File: src/rtl/maria_pkg.sv
// maria_pkg: shared DMA scheduler state encoding and display-list constants.
package maria_pkg;
   typedef enum logic [2:0] {
      S_IDLE, S_FRAME_DLL, S_WAIT_HBS, S_LIST, S_NEXT_DLL, S_RELEASE
   } dma_state_t;
   localparam int DLL_ENTRY_BYTES = 3;
   localparam int ZONE_W = 4;
endpackage

File: src/rtl/dma_zone_counter.sv
// dma_zone_counter: zone line counter, loaded from a DLL entry and counted down per line without wrapping.
module dma_zone_counter
   import maria_pkg::*;
(
   input  logic              clk,
   input  logic              reset,
   input  logic              en,
   input  logic              load,
   input  logic              dec,
   input  logic [ZONE_W-1:0] load_val,
   output logic [ZONE_W-1:0] zone_row,
   output logic              zero
);
   assign zero = zone_row == '0;
   always_ff @(posedge clk or posedge reset)
      if (reset) zone_row <= '0;
      else if (en) zone_row <= load ? load_val : (dec && !zero) ? zone_row - 1'b1 : zone_row;
endmodule

File: src/rtl/dma_line_scheduler.sv
// dma_line_scheduler: per-line DMA sequencing of DLL fetches, display-list fetches and CPU halt.
module dma_line_scheduler
   import maria_pkg::*;
(
   input  logic       clk,
   input  logic       reset,
   input  logic       mclk1,
   input  logic       vbe,
   input  logic       hbs,
   input  logic       lrc,
   input  logic       vblank,
   input  logic       dma_en,
   input  logic       dll_ack,
   input  logic       list_done,
   input  logic [3:0] dll_offset,
   input  logic [0:0] dll_dli,
   output logic       dll_req,
   output logic       list_req,
   output logic       halt,
   output logic       list_abort,
   output logic       lbuf_swap,
   output logic       nmi,
   output logic [3:0] zone_row
);
   dma_state_t state;
   logic zero;
   logic restart, dll_hit, line_end;
   // vbe outranks everything outside IDLE; IDLE only leaves when DMA is enabled
   assign restart  = vbe && (state != S_IDLE || dma_en);
   assign dll_hit  = dll_req && dll_ack && (state == S_FRAME_DLL || state == S_NEXT_DLL);
   assign line_end = state == S_LIST && list_req && (list_done || lrc);

   dma_zone_counter u_zone (
      .clk     (clk),
      .reset   (reset),
      .en      (mclk1),
      .load    (dll_hit && !restart),
      .dec     (line_end && !restart),
      .load_val(dll_offset),
      .zone_row(zone_row),
      .zero    (zero)
   );

   always_ff @(posedge clk or posedge reset)
      if (reset) begin
         state      <= S_IDLE;
         halt       <= 1'b0;
         dll_req    <= 1'b0;
         list_req   <= 1'b0;
         list_abort <= 1'b0;
         lbuf_swap  <= 1'b0;
         nmi        <= 1'b0;
      end else begin
         list_abort <= 1'b0;
         lbuf_swap  <= 1'b0;
         nmi        <= 1'b0;
         if (mclk1) begin
            lbuf_swap <= lrc && state != S_IDLE;
            if (restart) begin
               state    <= S_FRAME_DLL;
               halt     <= 1'b0;
               list_req <= 1'b0;
               dll_req  <= 1'b0;
            end else begin
               case (state)
                  S_FRAME_DLL: if (dll_hit) begin
                     dll_req <= 1'b0;
                     state   <= S_WAIT_HBS;
                  end else dll_req <= 1'b1;
                  S_WAIT_HBS: if (hbs) begin
                     if (!vblank && dma_en) begin
                        halt     <= 1'b1;
                        list_req <= 1'b1;
                        state    <= S_LIST;
                     end else state <= S_IDLE;
                  end
                  // list_done wins over a coincident lrc, so only a true overrun aborts
                  S_LIST: if (line_end) begin
                     list_req   <= 1'b0;
                     list_abort <= !list_done;
                     state      <= zero ? S_NEXT_DLL : S_RELEASE;
                  end
                  S_NEXT_DLL: if (dll_hit) begin
                     dll_req <= 1'b0;
                     nmi     <= dll_dli[0];
                     state   <= S_RELEASE;
                  end else dll_req <= 1'b1;
                  S_RELEASE: begin
                     halt  <= 1'b0;
                     state <= S_WAIT_HBS;
                  end
                  default: state <= S_IDLE;
               endcase
            end
         end
      end
endmodule

File: config.mk
export PLATFORM = sky130hd
export DESIGN_NAME = dma_line_scheduler
export DESIGN_NICKNAME = d
export VERILOG_FILES = /design/src/rtl/maria_pkg.sv /design/src/rtl/dma_zone_counter.sv /design/src/rtl/dma_line_scheduler.sv
export SDC_FILE = /design/constraint.sdc
export NUM_CORES = 1
export LEC_CHECK = 0
export CORE_MARGIN = 2
export CORE_UTILIZATION = 36
export CTS_CLUSTER_SIZE = 8
export DETAILED_ROUTE_END_ITERATION = 10
export PLACE_DENSITY = 0.7
export SETUP_SLACK_MARGIN = 0.2
export SYNTH_ARGS = -nofsm -noshare
export SYNTH_HDL_FRONTEND = slang
export SYNTH_HIERARCHICAL = 1
export SYNTH_SLANG_ARGS = --single-unit
export TNS_END_PERCENT = 5
File: constraint.sdc
create_clock -name clk -period 2.8 [get_ports clk]
set_input_delay 0.28 -clock clk [delete_from_list [all_inputs] [get_ports clk]]
set_output_delay 0.28 -clock clk [all_outputs]
set_load 0.05 [all_outputs]
### Word-level counts from Yosys, hierarchy flattened

Cells that the tools add are included.
Widths: inputs -> output; s select.

* output and inout bits: 10
* flip-flop bits (word level): 13
* logic and storage cells: 77
* input bits: 15

* muxes and demuxes: 29
* equality and inequality tests: 10
* reduce and logical (&&, ||, !) cells: 29
* $add $sub $neg: 1

Operators by type and width (number)
* $mux 1: 18
* $mux 3: 5
* $ne 3x3->1 const B: 5
* $pmux 3 s5: 1
* $logic_and 1x1->1: 10
* $reduce_and 5->1: 2
* $reduce_bool 3->1: 3
* $mux 4: 2
* $eq 3x2->1 const B: 2
* $eq 3x3->1 const B: 2
* $logic_not 1->1: 4
* $logic_not 4->1: 1
* $pmux 1 s2: 2
* $reduce_and 2->1: 2
* $reduce_and 4->1: 1
* $reduce_bool 2->1: 2
* $sub 4x1->4 const B: 1
* $eq 3x1->1 const B: 1
* $logic_or 1x1->1: 3
* $mux 2: 1
* $reduce_or 2->1: 1

### Longest topological paths before layout

Gate-level depths: netlist of the first run.

* depth in word-level cells: 8
* mapped depth: 6

### By module

The synthesis of the first run kept the hierarchy.

Modules (own cells, without submodules)
* dma_line_scheduler: sequential area each 225.2 µm², area an instance 610.6 µm², cells an instance 69, times used 1
* dma_zone_counter: sequential area each 100.1 µm², area an instance 286.5 µm², cells an instance 32, times used 1

### Worst setup path after synthesis of the first run

No wires, ideal clock.

* path type: register to register
* start point: register dll_req
* end point: register u_zone.zone_row[0]
* period minus slack after synthesis: 2088 ps
* stages on the path, launching flop included: 7
* path buffers: 1
* path slack: 712 ps
* arrival: 2005 ps
* library setup time: 83 ps
* required time: 2717 ps
* path through: dfrtp_1 -> nand2_1 -> nor4_1 -> buf_4 -> o21ai_2 -> or2_4 -> o22ai_1

* word-level cells in the longest chain between the ends: 5

Ends and longest elaborated chain
* from (decl): line dma_line_scheduler.sv:17 `output logic dll_req,`
* from (signal assigned): line dma_line_scheduler.sv:48 `dll_req <= 1'b0;`
* from (signal assigned): line dma_line_scheduler.sv:63 `dll_req <= 1'b0;`
* from (signal assigned): line dma_line_scheduler.sv:67 `dll_req <= 1'b0;`
* $logic_and 1x1->1 * (2 in series): line dma_line_scheduler.sv:30 `assign dll_hit = dll_req && dll_ack && (state == S_FRAME_DLL || state == S_NEXT_DLL);`
* $logic_and 1x1->1 *: line dma_line_scheduler.sv:37 `.load (dll_hit && !restart),`
* $reduce_bool 2->1 (no source line)
* $reduce_and 2->1 (no source line)
* to (signal assigned): line dma_zone_counter.sv:17 `else if (en) zone_row <= load ? load_val : (dec && !zero) ? zone_row - 1'b1 : zone_row;`
* to (decl): line dma_zone_counter.sv:11 `output logic [ZONE_W-1:0] zone_row,`

Every way passes the cells marked *; elsewhere a longest branch is shown, timed or not.
A chain may end at the register's enable or synchronous reset.

### Final worst setup path of the first run

* start point: register u_zone.zone_row[2]
* end point: output zone_row[2]

RTL lines
* to (decl): line dma_line_scheduler.sv:23 `output logic [3:0] zone_row`

No word-level cell between the ends.

==> summary.md, run 1 <==
| Metric | Value |
|---|---|
| Max_cap viols | `0` |
| Crit path cell chain | `clkdlybuf4s50_1` |
| P&R area growth vs syn | `32.50%` |
| Total Wirelength | `2195 um` |
| Drt drc | `0` |
| Sequential area share after synthesis | `between 30% and 40%` |
| Yosys top cell by area | `dfrtp_1` |
| DPL Wire Length | `roughly 1600 um` |
| Root Buffer | `clkbuf_4` |
| Via count | `between 800 and 900` |
| Synth Net Count | `between 100 and 150` |
| HP Class | `in -> async` |
| Per-cell routed wire length | `14.25 um` |
| IO buf count | `24` |
| Min cycle time layout | `1.924 ns` |
| CTS Buf Count | `3` |
| Antenna Nets Post-Route | `0` |
| Core ar. | `between 2000 and 2500 um2` |
| Worst slack, placed | `0.6659 ns` |
| Layout cell share with drive strength beyond 1 | `around 8.9%` |
| Clk Latency, worst-skew pair | `around 0.28 ns` |
| Routability Congestion | `a little over 0.8` |
| Hold Fails Final Rpt | `0` |
| Setup TNS | `0 ns` |
| Syn_area_per_cell | `between 8 and 9 um2` |
| Final Slew Violations | `0` |
| WP data required | `2.52 ns` |
| Gate Count Post-Synth | `between 100 and 150` |
| Flops & latches, synth | `13` |
| Worst Tran Pin Value | `about 0.52 ns` |
| Setup Buffers After CTS | `0` |
| CTS Buffer Depth | `2` |
| Critical path fanouts, max | `6` |
| CTS resizes | `0` |
| Cell Area, Synth | `around 900 um2` |
| Final global-route overflow total | `0` |
| Die ar. | `around 2900 um2` |
| Worst-path clk slew | `~0.09 ns` |
| Worst setup SP type | `register` |
| VDD IR max | `roughly 0.00057 V` |
| Tcrit/Tclk final | `slightly below 70%` |
| Chip Width | `between 50 and 60 um` |
| Fmax | `519.7 MHz` |
| Vias in the first global route | `845` |
| Buf/Inv on CP | `1` |
| Worst EP arrival | `between 1.5 and 2 ns` |
| Count of different cell masters after synthesis | `40` |
| CTS tree | `built` |
| Via density per instance | `5.747` |
| Die height | `between 50 and 60 um` |
| Post-route cell area | `about 1200 um2` |
| Nets | `141` |
| Tot GR Track Use | `17.21%` |
| Antenna cells | `0` |
| Slowest CP cell | `clkdlybuf4s50_1` |
| Starting density of the core | `37.23%` |
| Yosys warns | `6` |
| First-pass GRT wire length | `3588 um` |
| Crit. End Element | `output port` |
| Initial antenna violation count | `0` |
| P_leak | `approximately 0.48 nW` |
| Status | `finished clean` |
| # clock sinks | `13` |
| PnR worst setup slack | `around 0.9 ns` |
| Initial DRC Count | `30` |
| Fillers | `234` |
| Largest net degree at the start of global routing | `19` |
| Cell Rows | `18` |
| Area contributors post-synth | `dfrtp_1 36%, o21ai_0 5.0%, a21oi_1 3.9%, inv_1 3.3%, o31ai_1 3.3%` |
| RSZ-0062 raised after global routing | `false` |
| P per Cell Area | `779.3 nW/um2` |
| Initial DRT Pass Iterations | `4` |
| Crit Path Class | `reg -> out` |
| H-tree levels | `1` |
| Slew HR | `64.38%` |
| Synth top area share | `a little over a third` |
| Worst Skew | `0.002582 ns` |
| Placed inst area | `1161 um2` |
| Final setup viols | `0` |
| I/O pin cnt | `25` |
| Cts-stage hold buffer count | `0` |
| CP max stage delay | `approximately 0.86 ns` |
| Worst path top cell family by delay | `buffers and inverters` |
==> routing by layer <==
layer	vias to the layer above	GRT usage, %	wire length (um)	part of all wire (%)
li1	428	-	-	-
met4	0	6.838	25	1.1
met2	25	30.89	1094	50
met5	-	0	0	0
met1	428	19.48	978	45
met3	4	3.889	97	4.4
==> synth_stat cells (all sizes together) <==
library cell	count
or3	3
nand4	1
nand3	2
or2	2
nand4bb	1
o21a	1
nor2b	3
a211oi	2
a211o	2
nor4b	3
nand2	3
a21o	1
inv	8
nor3b	3
or4b	1
dfrtp	13
o21ai	15
a22o	1
a2111oi	1
a21oi	7
buf	2
xnor2	1
nor4	2
nand2b	1
and4	1
and2b	1
o31a	1
o31ai	4
ha	1
clkbuf	4
or2b	1
nor2	4
o311a	2
o22ai	3
==> stage by stage <==
stage          total power, W  cells  hold slack, ns  util, %
6_report            0.0009263    154          0.2134    49.33
2_1_floorplan       0.0006408    101         0.04608        -
3_5_place_dp        0.0008015    150          0.4931    48.18
4_1_cts             0.0009243    154          0.2089    49.33
5_1_grt             0.0009855    154          0.2127    49.33
3_3_place_gp        0.0007951    150          0.4931    48.18
==> logic make-up (layout without fill, tap and decap cells) <==
| group | after synthesis | after routing | share of synthesized area, % |
|---|---|---|---|
| DFF | 13 | 13 | 36.26 |
| xor gates and xnor gates | 1 | 1 | 1.814 |
| and+or+nand+nor | 32 | 32 | 24.83 |
| adders and majority gates | 1 | 1 | 1.394 |
| AOI/OAI and AO/OA | 40 | 40 | 29.29 |
| buffers and inverters | 14 | 37 | 6.415 |
==> layout by cell type (no fill, tap or decap), types with 3 or more instances in the layout <==
cell / n
dfrtp_1: 13
nor2_1: 4
or3_1: 3
o21ai_0: 9
nand2_1: 3
clkdlybuf4s50_1: 24
clkbuf_4: 3
o21ai_1: 5
inv_1: 8
a21oi_1: 7
nor3b_1: 3
nor2b_1: 3
o31ai_1: 4
==> final cells by class <==
class                   instances  area (um2)  area share [%]
clock buffers                   3       22.52           1.895
repair buffers                 25       247.7           20.84
multi-input cells              74       520.5           43.79
clock inverters                 1       5.005          0.4211
inverters                       8       30.03           2.526
flip-flops and latches         13       325.3           27.37
well taps                      30       37.54           3.158
==> sequential cells by signal, indices dropped and copies added (netlist names) <==
signal / cells
dll_req: 1
lbuf_swap: 1
u_zone/zone_row: 4
halt: 1
nmi: 1
list_abort: 1
state: 3
list_req: 1
==> worst paths after layout <==
kind	start	end	slack, ns	depth (start not counted)
setup reg to reg	state[2]$_DFFE_PP0P_	u_zone/zone_row[0]$_DFFE_PP0P_	0.91	6
max in group asynchronous	reset	state[2]$_DFFE_PP0P_	2.24	2
setup / recovery	u_zone/zone_row[2]$_DFFE_PP0P_	zone_row[2]	0.88	1
hold reg to reg	halt$_DFFE_PP0P_	halt$_DFFE_PP0P_	0.51	2
min in group clk	halt$_DFFE_PP0P_	halt$_DFFE_PP0P_	0.51	2
hold / removal	reset	u_zone/zone_row[2]$_DFFE_PP0P_	0.21	2
==> power by group <==
group / switching [W] / internal, W / leakage [nW] / total, W
Clock: 0.0000696 / 0.0000529 / 0.0177 / 0.000123
Combinational: 0.000293 / 0.000197 / 0.297 / 0.000491
Sequential: 0.0000788 / 0.000234 / 0.168 / 0.000313
Power figures use the tool's default switching activity.
==> run 2: changes to the inputs <==
==> constraint.sdc (replaced) <==
create_clock -name clk -period 2 [get_ports clk]
set_input_delay 0.2 -clock clk [delete_from_list [all_inputs] [get_ports clk]]
set_output_delay 0.2 -clock clk [all_outputs]
set_load 0.05 [all_outputs]
==> run 2 against run 1 <==
Cell count is 5.2% higher. Hold slack worse by 0.085 ns. Clock skew is 0.0036 ns higher. Utilization is 3.5 points higher. Via count is 2.4% higher. Largest power group unchanged. Routed wire length is 7.9% higher. Critical path type is now reg -> reg. Clock-buffer cell count stayed put. Die area stayed put. Highest routed layer unchanged. Sequential power is 34% higher. Non-clock buffer count is 8 higher. Worst setup slack worse by 0.65 ns. Flip-flop and latch count stayed put.
==> summary.md, run 2 (synthesis results as in run 1) <==
| Metric | Value |
|---|---|
| Most flops, register | `u_zone/zone_row` |
| Cell Rows | `18` |
| Root Buffer | `clkbuf_4` |
| P&R area growth vs syn | `41.84%` |
| Reg-to-Reg End | `u_zone/zone_row[0]$_DFFE_PP0P_` |
| Sw Share | `between 40% and 50%` |
| Tot GR Track Use | `between 10% and 20%` |
| WP data required | `2.15 ns` |
| Total Wirelength | `between 2000 and 2500 um` |
| # clock sinks | `13` |
| Drt drc | `0` |
| Max_cap viols | `0` |
| Tcrit/Tclk final | `about nine tenths` |
| Die ar. | `2907 um2` |
| Max reg flops | `4` |
| CP startpoint | `state[0]$_DFFE_PP0P_` |
| Core ar. | `~2400 um2` |
| Worst setup SP type | `register` |
| I/O pin cnt | `25` |
| Antenna Nets Post-Route | `0` |
| Sw power | `0.0006234 W` |
| Min cycle time layout | `about 1.8 ns` |
| Vias in the first global route | `879` |
| Flop pwr share | `about a third` |
| Chip Width | `between 50 and 60 um` |
| Commonest non-fill, non-tap cell in the layout | `clkdlybuf4s50_1` |
| R2r setup slk | `around 0.23 ns` |
| CTS Buf Count | `3` |
| Fmax | `563.4 MHz` |
| Area taken by multi-input logic gates | `about 530 um2` |
| Initial DRT Pass Iterations | `4` |
| Largest net degree at the start of global routing | `13` |
| Cts-stage hold buffer count | `0` |
| Worst Tran Pin Value | `just over 0.5 ns` |
| Worst Reg-to-Reg Cells | `6` |
| Clock share of power | `12.4%` |
| Via count | `906` |
| DPL Wire Length | `1808 um` |
| Final global-route overflow total | `0` |
| Fillers | `~230` |
| End of the critical path | `u_zone/zone_row[0]$_DFFE_PP0P_` |
| Via density per instance | `about 5.6` |
| Crit Path Class | `reg -> reg` |
| VDD IR max | `about 0.00062 V` |
| Setup Buffers After CTS | `0` |
| Worst Skew | `0.006186 ns` |
| Critical path fanouts, max | `10` |
| Initial DRC Count | `17` |
| Worst EP arrival | `1.92 ns` |
| Worst-path clk slew | `around 0.090 ns` |
| Per-cell routed wire length | `14.62 um` |
| Clk Latency, worst-skew pair | `between 0.2 and 0.3 ns` |
| Nets | `between 100 and 150` |
| RSZ-0062 raised after global routing | `true` |
| Crit. End Element | `register` |
| Status | `finished clean` |
| IO buf count | `24` |
| P_leak | `0.5311 nW` |
| Hold Slack | `about 0.13 ns` |
| Largest regs | `u_zone/zone_row x4, state x3` |
| Hold Fails Final Rpt | `0` |
| Initial antenna violation count | `0` |
| Leading cell types in the layout, fill and taps excluded | `22 x clkdlybuf4s50_1, 12 x dfrtp_1, 9 x o21ai_0, 8 x inv_1, 8 x buf_4` |
| First-pass GRT wire length | `~3900 um` |
| CTS Buffer Depth | `2` |
| CTS tree | `built` |
| Final Slew Violations | `0` |
| HP Class | `in -> async` |
| Origin of the critical flop-to-flop path | `state[0]$_DFFE_PP0P_` |
| Routability Congestion | `approximately 0.9` |
| P per Cell Area | `roughly 1000 nW/um2` |
| Die height | `~54 um` |
| Register area | `roughly 330 um2` |
| Setup TNS | `0 ns` |
| Combinational Power Share | `a little under three fifths` |
| H-tree levels | `1` |
| Layout cell share with drive strength beyond 1 | `between 10% and 20%` |
| Final setup viols | `0` |
| P_int | `approximately 0.0007 W` |
| Antenna cells | `0` |
| Slew HR | `between 60% and 70%` |
| Starting density of the core | `37.23%` |
[run 2: how the worst min path moves through the flow]
stage | start | endpoint | slack (ns) | depth (start not counted)
after floorplan | reset | u_zone/zone_row[0]$_DFFE_PP0P_ | -0.03 | 1
after global placement | reset | u_zone/zone_row[3]$_DFFE_PP0P_ | 0.43 | 2
after detailed placement | reset | u_zone/zone_row[3]$_DFFE_PP0P_ | 0.43 | 2
after CTS | reset | u_zone/zone_row[3]$_DFFE_PP0P_ | 0.12 | 2
after global routing | reset | u_zone/zone_row[2]$_DFFE_PP0P_ | 0.14 | 2
final | reset | u_zone/zone_row[2]$_DFFE_PP0P_ | 0.13 | 2
[run 2: cell type report]
cell class,instances,area share [%]
clock inverter,1,0.3933
timing repair buffer,33,25.27
multi-input combinational,74,41.59
sequential,13,25.66
clock buffer,3,1.770
tap,30,2.950
inverter,8,2.360
[run 2: metal layers]
metal / share of wire (%) / track usage [%]
met1: 43 / 21.66
met2: 49 / 33.13
met3: 5.7 / 5.000
met4: 1.6 / 8.120
met5: 0 / 0
[run 2: repair_timing]
item | in CTS | in global routing
endpoints found under the hold margin | 0 | 0
setup endpoints to repair | 2 | 5
cloned | 0 | 0
gates resized for setup | 1 | 1
[run 2: per-stage QoR]
stage | setup slack [ns] | instance area, um2 | cells | utilization, % | power (W)
3_3_place_gp | 0.1114 | 1244 | 158 | 51.61 | 0.001153
4_1_cts | 0.1756 | 1270 | 162 | 52.70 | 0.001336
6_report | 0.2250 | 1272 | 162 | 52.80 | 0.001322
5_1_grt | 0.1442 | 1272 | 162 | 52.80 | 0.001418
2_1_floorplan | 0.2520 | 913.4 | 101 | - | 0.0009089
3_5_place_dp | 0.07561 | 1244 | 158 | 51.61 | 0.001164
[run 2: critical path, cell delays in order, from the launching register on]
cell,delay (ns)
dfrtp_1,0.47
xnor2_2,0.35
nor4_4,0.08
buf_12,0.15
nor4b_4,0.30
or2_4,0.20
o22ai_1,0.08
[run 2: power by group through the flow]
stage	clock, W	combinational [W]	sequential [W]
final	0.000164	0.000738	0.000420
after CTS	0.000175	0.000739	0.000423
after global placement	0	0.000730	0.000423
after global routing	0.000190	0.000794	0.000433
after floorplan	0	0.000303	0.000606
after detailed placement	0	0.000737	0.000427
